## src/rtl/stream_merger.sv

```systemverilog
// stream_merger: buffers two unthrottled sample streams in per-channel FIFOs and
// re-pairs them in arrival order onto a 2*DATA_W valid/ready output.
module stream_merger #(
  parameter int DATA_W = 32,
  parameter int FIFO_DEPTH = 8,
  parameter int AF_MARGIN = 2
) (
  input  logic                              clk,
  input  logic                              rst_n,
  input  logic [DATA_W-1:0]                 data_port1,
  input  logic                              valid1,
  input  logic [DATA_W-1:0]                 data_port2,
  input  logic                              valid2,
  output logic [2*DATA_W-1:0]               master_data,
  output logic                              master_valid,
  input  logic                              master_ready,
  output logic                              in_ready,
  output logic                              ovf1,
  output logic                              ovf2,
  input  logic                              ovf_clr,
  output logic [$clog2(FIFO_DEPTH):0]       level1,
  output logic [$clog2(FIFO_DEPTH):0]       level2
);
  localparam int AW = $clog2(FIFO_DEPTH);
  localparam int LW = AW + 1;
  logic [DATA_W-1:0] din [2];
  logic [DATA_W-1:0] head [2];
  logic [LW-1:0] lvl [2];
  logic vin [2];
  logic ovf [2];
  logic pop;
  assign din[0] = data_port1;
  assign din[1] = data_port2;
  assign vin[0] = valid1;
  assign vin[1] = valid2;
  assign pop = (lvl[0] != '0) && (lvl[1] != '0) && (!master_valid || master_ready);
  genvar g;
  for (g = 0; g < 2; g++) begin : g_ch
    logic [DATA_W-1:0] mem [FIFO_DEPTH];
    logic [AW-1:0] wp, rp;
    logic [LW-1:0] lv;
    logic ov, full, push;
    // A full FIFO still takes the sample when the head leaves in the same cycle.
    assign full = lv == LW'(FIFO_DEPTH);
    assign push = vin[g] && (!full || pop);
    assign head[g] = mem[rp];
    assign lvl[g] = lv;
    assign ovf[g] = ov;
    always_ff @(posedge clk)
      if (push) mem[wp] <= din[g];
    always_ff @(posedge clk or negedge rst_n)
      if (!rst_n) begin
        wp <= '0;
        rp <= '0;
        lv <= '0;
        ov <= 1'b0;
      end else begin
        if (push) wp <= wp + 1'b1;
        if (pop) rp <= rp + 1'b1;
        lv <= lv + LW'(push) - LW'(pop);
        ov <= (vin[g] && !push) || (ov && !ovf_clr);
      end
  end
  always_ff @(posedge clk or negedge rst_n)
    if (!rst_n) begin
      master_data <= '0;
      master_valid <= 1'b0;
    end else if (pop) begin
      master_data <= {head[1], head[0]};
      master_valid <= 1'b1;
    end else if (master_ready) begin
      master_valid <= 1'b0;
    end
  assign in_ready = (lvl[0] <= LW'(FIFO_DEPTH - 1 - AF_MARGIN)) &&
                    (lvl[1] <= LW'(FIFO_DEPTH - 1 - AF_MARGIN));
  assign level1 = lvl[0];
  assign level2 = lvl[1];
  assign ovf1 = ovf[0];
  assign ovf2 = ovf[1];
endmodule

```

## config.mk

```make
export PLATFORM = sky130hd
export DESIGN_NAME = stream_merger
export DESIGN_NICKNAME = d
export VERILOG_FILES = /design/src/rtl/stream_merger.sv
export SDC_FILE = /design/constraint.sdc
export NUM_CORES = 1
export LEC_CHECK = 0
export CORE_MARGIN = 3
export CORE_UTILIZATION = 60
export CTS_CLUSTER_SIZE = 30
export DETAILED_ROUTE_END_ITERATION = 12
export DONT_BUFFER_PORTS = 1
export PLACE_DENSITY = 0.8
export SYNTH_ARGS = -nofsm -noshare
export SYNTH_HDL_FRONTEND = slang
export SYNTH_SLANG_ARGS = --single-unit
```

## constraint.sdc

```tcl
create_clock -name clk -period 9.4 [get_ports clk]
set_input_delay 2.82 -clock clk [delete_from_list [all_inputs] [get_ports clk]]
set_output_delay 2.82 -clock clk [all_outputs]
set_load 0.005 [all_outputs]
```

---- Yosys cells after proc, flatten, opt, wreduce, memory -nomap -nowiden ----
Memories as Yosys holds them, arrays and structs flattened. A register that Yosys moved wholly into a read port is not among the register bits.
Cells that the tools add are included.
word-level totals
  bits in registers ....................... 23
  memory bits (writable) .................. 512
  memories ................................ 2
memory list
  memory       words  bits a word  read ports  clocked after Yosys merged registers in  wr ports  RTL line  text
  g_ch[0].mem  8      32           1           1                                        1         39        logic [DATA_W-1:0] mem [FIFO_DEPTH];
  g_ch[1].mem  8      32           1           1                                        1         39
cells by class
  add/subtract/negate cells ............... 8
  magnitude comparators ................... 2
  equality and inequality tests ........... 2
  multiplexer cells ....................... 6
  reduce and logical (&&, ||, !) cells .... 25
operators by type and width
  operator                                             count
  adder 3 x 1 -> 3 bit, second input constant          4
  logical AND 1 bit                                    9
  adder 4 x 1 -> 4 bit                                 2
  == test 4 bit, second input constant                 2
  <= comparator 4 x 3 -> 1 bit, second input constant  2
  zero test 1 bit                                      8
  nonzero test 4 bit                                   2
  subtractor 4 x 1 -> 4 bit                            2
  two-way mux 1 bit                                    6
  logical OR 1 bit                                     5
  nonzero test 2 bit                                   1

---- Depth between registers and ports, before layout ----
  depth in word-level cells ............... 8
  depth in mapped cells ................... 12

---- Least setup slack after synthesis ----
Ideal clock, no wire load.
  path type ............................... in2reg
  start ................................... in master_ready
  end ..................................... mem g_ch[0].mem[0][0], enable pin
  library setup time ...................... 461 ps
  data arrival time ....................... 5685 ps
  required time ........................... 8939 ps
  slack ................................... 3254 ps
  cell stages on the path ................. 4
  buffers on the path ..................... 0
  cell sequence ........................... nor2b_1 > o31ai_1 > nand3b_1 > nor3_1
between the ends
  cells in the longest elaborated chain, start to end .. 6
RTL lines
  item                                     RTL line  text
  start, declared                          16        input logic master_ready,
  logical OR 1 bit                         36        assign pop = (lvl[0] != '0) && (lvl[1] != '0) && (!master_valid || master_ready);
  logical AND 1 bit                        36
  logical OR 1 bit                         45        assign push = vin[g] && (!full || pop);
  logical AND 1 bit                        45
  two-way mux 1 bit                        50        if (push) mem[wp] <= din[g];
  two-way mux 1 bit (implied by the code)  50
  end, declared                            39
Every way passes these cells.

---- Worst setup path after layout ----
  start ................................... in master_ready
  end ..................................... reg g_ch[1].lv[2] (netlist: level2[2])
between the ends
  cells in the longest elaborated chain, start to end .. 6
RTL lines
  item                           RTL line  text
  logical OR 1 bit (*)           36
  logical AND 1 bit (*)          36
  logical OR 1 bit               45
  logical AND 1 bit              45
  adder 4 x 1 -> 4 bit           60        lv <= lv + LW'(push) - LW'(pop);
  subtractor 4 x 1 -> 4 bit (*)  60
  end signal, assigned           60
  end, declared                  41        logic [LW-1:0] lv;
Mark *: on every way between the ends. The rest lies on a longest branch, timed or not.
A chain may end at the register's enable or synchronous reset.

==> flow_summary.json <==
{
  "r2r-start": "level2[2]",
  "postSynthAreaPerCell_um2": 21.0,
  "fp.dieW_um": 201,
  "netlist_instances": 1082,
  "dp_hpwl_um": 23300,
  "finalNonFillerCells": 1659,
  "drive_gt1_share_pct": 22.6,
  "fin_crit_ps": 5170,
  "fin_tns_setup_ps": 0,
  "finalWeightedCongestion": 0.728,
  "status": "finished clean",
  "worstHoldStart": "master_data[6]",
  "clkSinkCount": 599,
  "crit_slowest_cell": "buf_4",
  "routedWlPerCell_um": 26.5,
  "n_antenna_cell": 0,
  "setup.worst_path.end_class": "flop",
  "fmax_ghz": 0.193,
  "ios": 146,
  "cellPowerDensity_nw_per_um2": 318,
  "slowest_delay_ps": 790,
  "ctsHtreeMaxLevel": 2,
  "grt-ovfl-total": 0,
  "final.period_utilization_pct": 55.0,
  "max_cap_viol_count": 0,
  "crit_start": "master_ready",
  "synth-edff-count": 512,
  "grt_max_degree": 88,
  "coreArea_um2": 37000,
  "hold_depth": 2,
  "grt_usage_pct": 22.4,
  "critPathMaxFanout": 72,
  "clk_latency_ps": 590,
  "rr_endpoint": "level2[2]",
  "seq_area_frac_synth_pct": 77.1,
  "dp_cells": 1554,
  "port_buffers": 0,
  "cp.arrival_ps": 5640,
  "clk_path_buf_depth": 3,
  "startpoint_type": "input port",
  "cts_setup_buffers": 0,
  "syn_area_um2": 22800,
  "grt_pass1_vias": 11163,
  "antenna_found_initial": 0,
  "final_common_cell": "edfxtp_1",
  "synth_flop_cell": "edfxtp_1",
  "crit_required_ps": 9860,
  "yosys_warnings": 0,
  "crit_buf_inv": 2,
  "finalNetCount": 1196,
  "wirelength_um": 43900,
  "fin_skew_ps": 18.5,
  "die_h_um": 201,
  "path_class": "input port to flop",
  "async_flop_share_pct": 14.5,
  "worst_pin_slew_ps": 1140,
  "rows": 70,
  "r2r_slack_ps": 5770,
  "drt_iter0_drc": 703,
  "ys_types": 34,
  "cp_cell_sequence": "nor2b_1 > or3_4 > buf_4 > nand2_1 > o21ai_0 > ha_1 > inv_1 > fa_1 > xnor2_1",
  "rsz0062_at_grt": "no",
  "hold_viol": 0,
  "synthesis.nets": 1170,
  "r2r.worst_path.cells": 11,
  "hold_path_class": "flop to flop",
  "drt_first_pass_iters": 5,
  "synth_seq_cells": 599,
  "ir_worst_vdd_uv": 247,
  "p_leak_nw": 8.47,
  "synthToLayoutAreaGrowth_pct": 10.7,
  "relSlewSlack_pct": 23.6,
  "antenna_violating_nets_post_route": 0,
  "postCtsHoldBufs": 0,
  "post_cts_resized": 0,
  "cp_top_family": "simple AND/OR/NAND/NOR gates",
  "finalMaxSlewViolations": 0,
  "avgViaCountPerCell": 6.17,
  "vias": 10230,
  "tritoncts": "built",
  "clk_pin_slew_ps": 60,
  "cts_root_buffer": "clkbuf_16",
  "cts-buffers-inserted": 56,
  "grt_first_pass_wirelength_um": 68300,
  "die_area_um2": 40300,
  "worstHoldEndpoint": "master_data[6]",
  "timing.final.setup_violations": 0,
  "route.detailed.drc": 0,
  "layout_common_cells": "edfxtp_1 (512), mux4_2 (128), dfrtp_1 (81), nand2_1 (80)",
  "initial_core_util_pct": 61.6
}
-- power breakdown --
part / internal (mW) / switching [mW] / total, mW
logic: 0.900 / 1.02 / 1.92
clock network: 1.35 / 0.929 / 2.28
registers: 3.44 / 0.365 / 3.81
total: 5.70 / 2.31 / 8.01
-- synth_stat cells, types with 4 or more instances --
cell / n / area [um2]
edfxtp_1: 512 / 15400
mux4_2: 128 / 2880
dfrtp_1: 87 / 2180
nand2_1: 80 / 300
mux2i_1: 64 / 641
o21ai_1: 64 / 320
buf_2: 19 / 95.1
buf_6: 18 / 203
ha_1: 16 / 200
inv_1: 14 / 52.6
nor2_1: 12 / 45.0
xnor2_1: 10 / 87.6
clkbuf_1: 7 / 26.3
nand2b_1: 6 / 37.5
nand3_1: 6 / 30.0
clkbuf_2: 5 / 25.0
nor3_1: 5 / 25.0
o21ai_0: 4 / 20.0
-- cell type report --
type                            instances  area [um2]
Clock buffer                           84        1700
Clock inverter                         21         215
Fill cell                            2216       11800
Inverter                               14        52.6
Multi-Input combinational cell        418        4890
Sequential cell                       599       17600
Tap cell                              504         631
Timing Repair Buffer                   19         143
-- through the flow --
step / cell area [um2] / hold slack [ps] / power [mW] / utilization (%) / worst slack [ps]
finish: 25200 / 517 / 8.01 / 68.2 / 4230
global route: 25200 / 545 / 8.40 / 68.2 / 3970
floorplan: 22800 / 477 / 5.30 / - / 3250
CTS: 25200 / 522 / 8.10 / 68.2 / 4230
detailed placement: 23300 / 507 / 5.78 / 63.0 / 3660
global placement: 23300 / 496 / 5.71 / 63.0 / 3720
-- tightest hold or removal path: cells and delay by family, from the launching register on --
family | cells | cell delay, ps
compound gates | 1 | 70
flops | 1 | 360
simple gates | 1 | 50
-- per-layer routing --
metal	GRT usage [%]	wire length, um
met5	0	0
met3	5.82	3330
met1	30.4	17400
met2	36.8	22200
met4	6.37	935
-- cells by family (layout without fill, tap and decap cells) --
family / Yosys count / after routing / share of synthesized area, %
simple gates: 117 / 117 / 2.22
mux: 194 / 194 / 15.6
compound gates: 77 / 77 / 1.78
flops: 599 / 599 / 77.1
fa+ha+maj: 18 / 18 / 1.06
buf+inv: 65 / 138 / 1.81
xor+xnor: 12 / 12 / 0.462
-- how the worst max path moves through the flow --
stage	to	depth (start not counted)
2_1_floorplan	g_ch[0].mem[0][0]	4
3_3_place_gp	level2[1]	9
3_5_place_dp	level2[2]	9
4_1_cts	level2[2]	9
5_1_grt	level2[2]	9
6_report	level2[2]	9
-- state kept, by name, indices dropped and copies added (netlist names) --
| register | cells |
|---|---|
| level1 | 4 |
| level2 | 4 |
| g_ch.rp | 6 |
| ovf2 | 1 |
| ovf1 | 1 |
| master_valid | 1 |
| g_ch.wp | 6 |
| master_data | 64 |
| g_ch.mem | 512 |
Power figures use the tool's default switching activity.
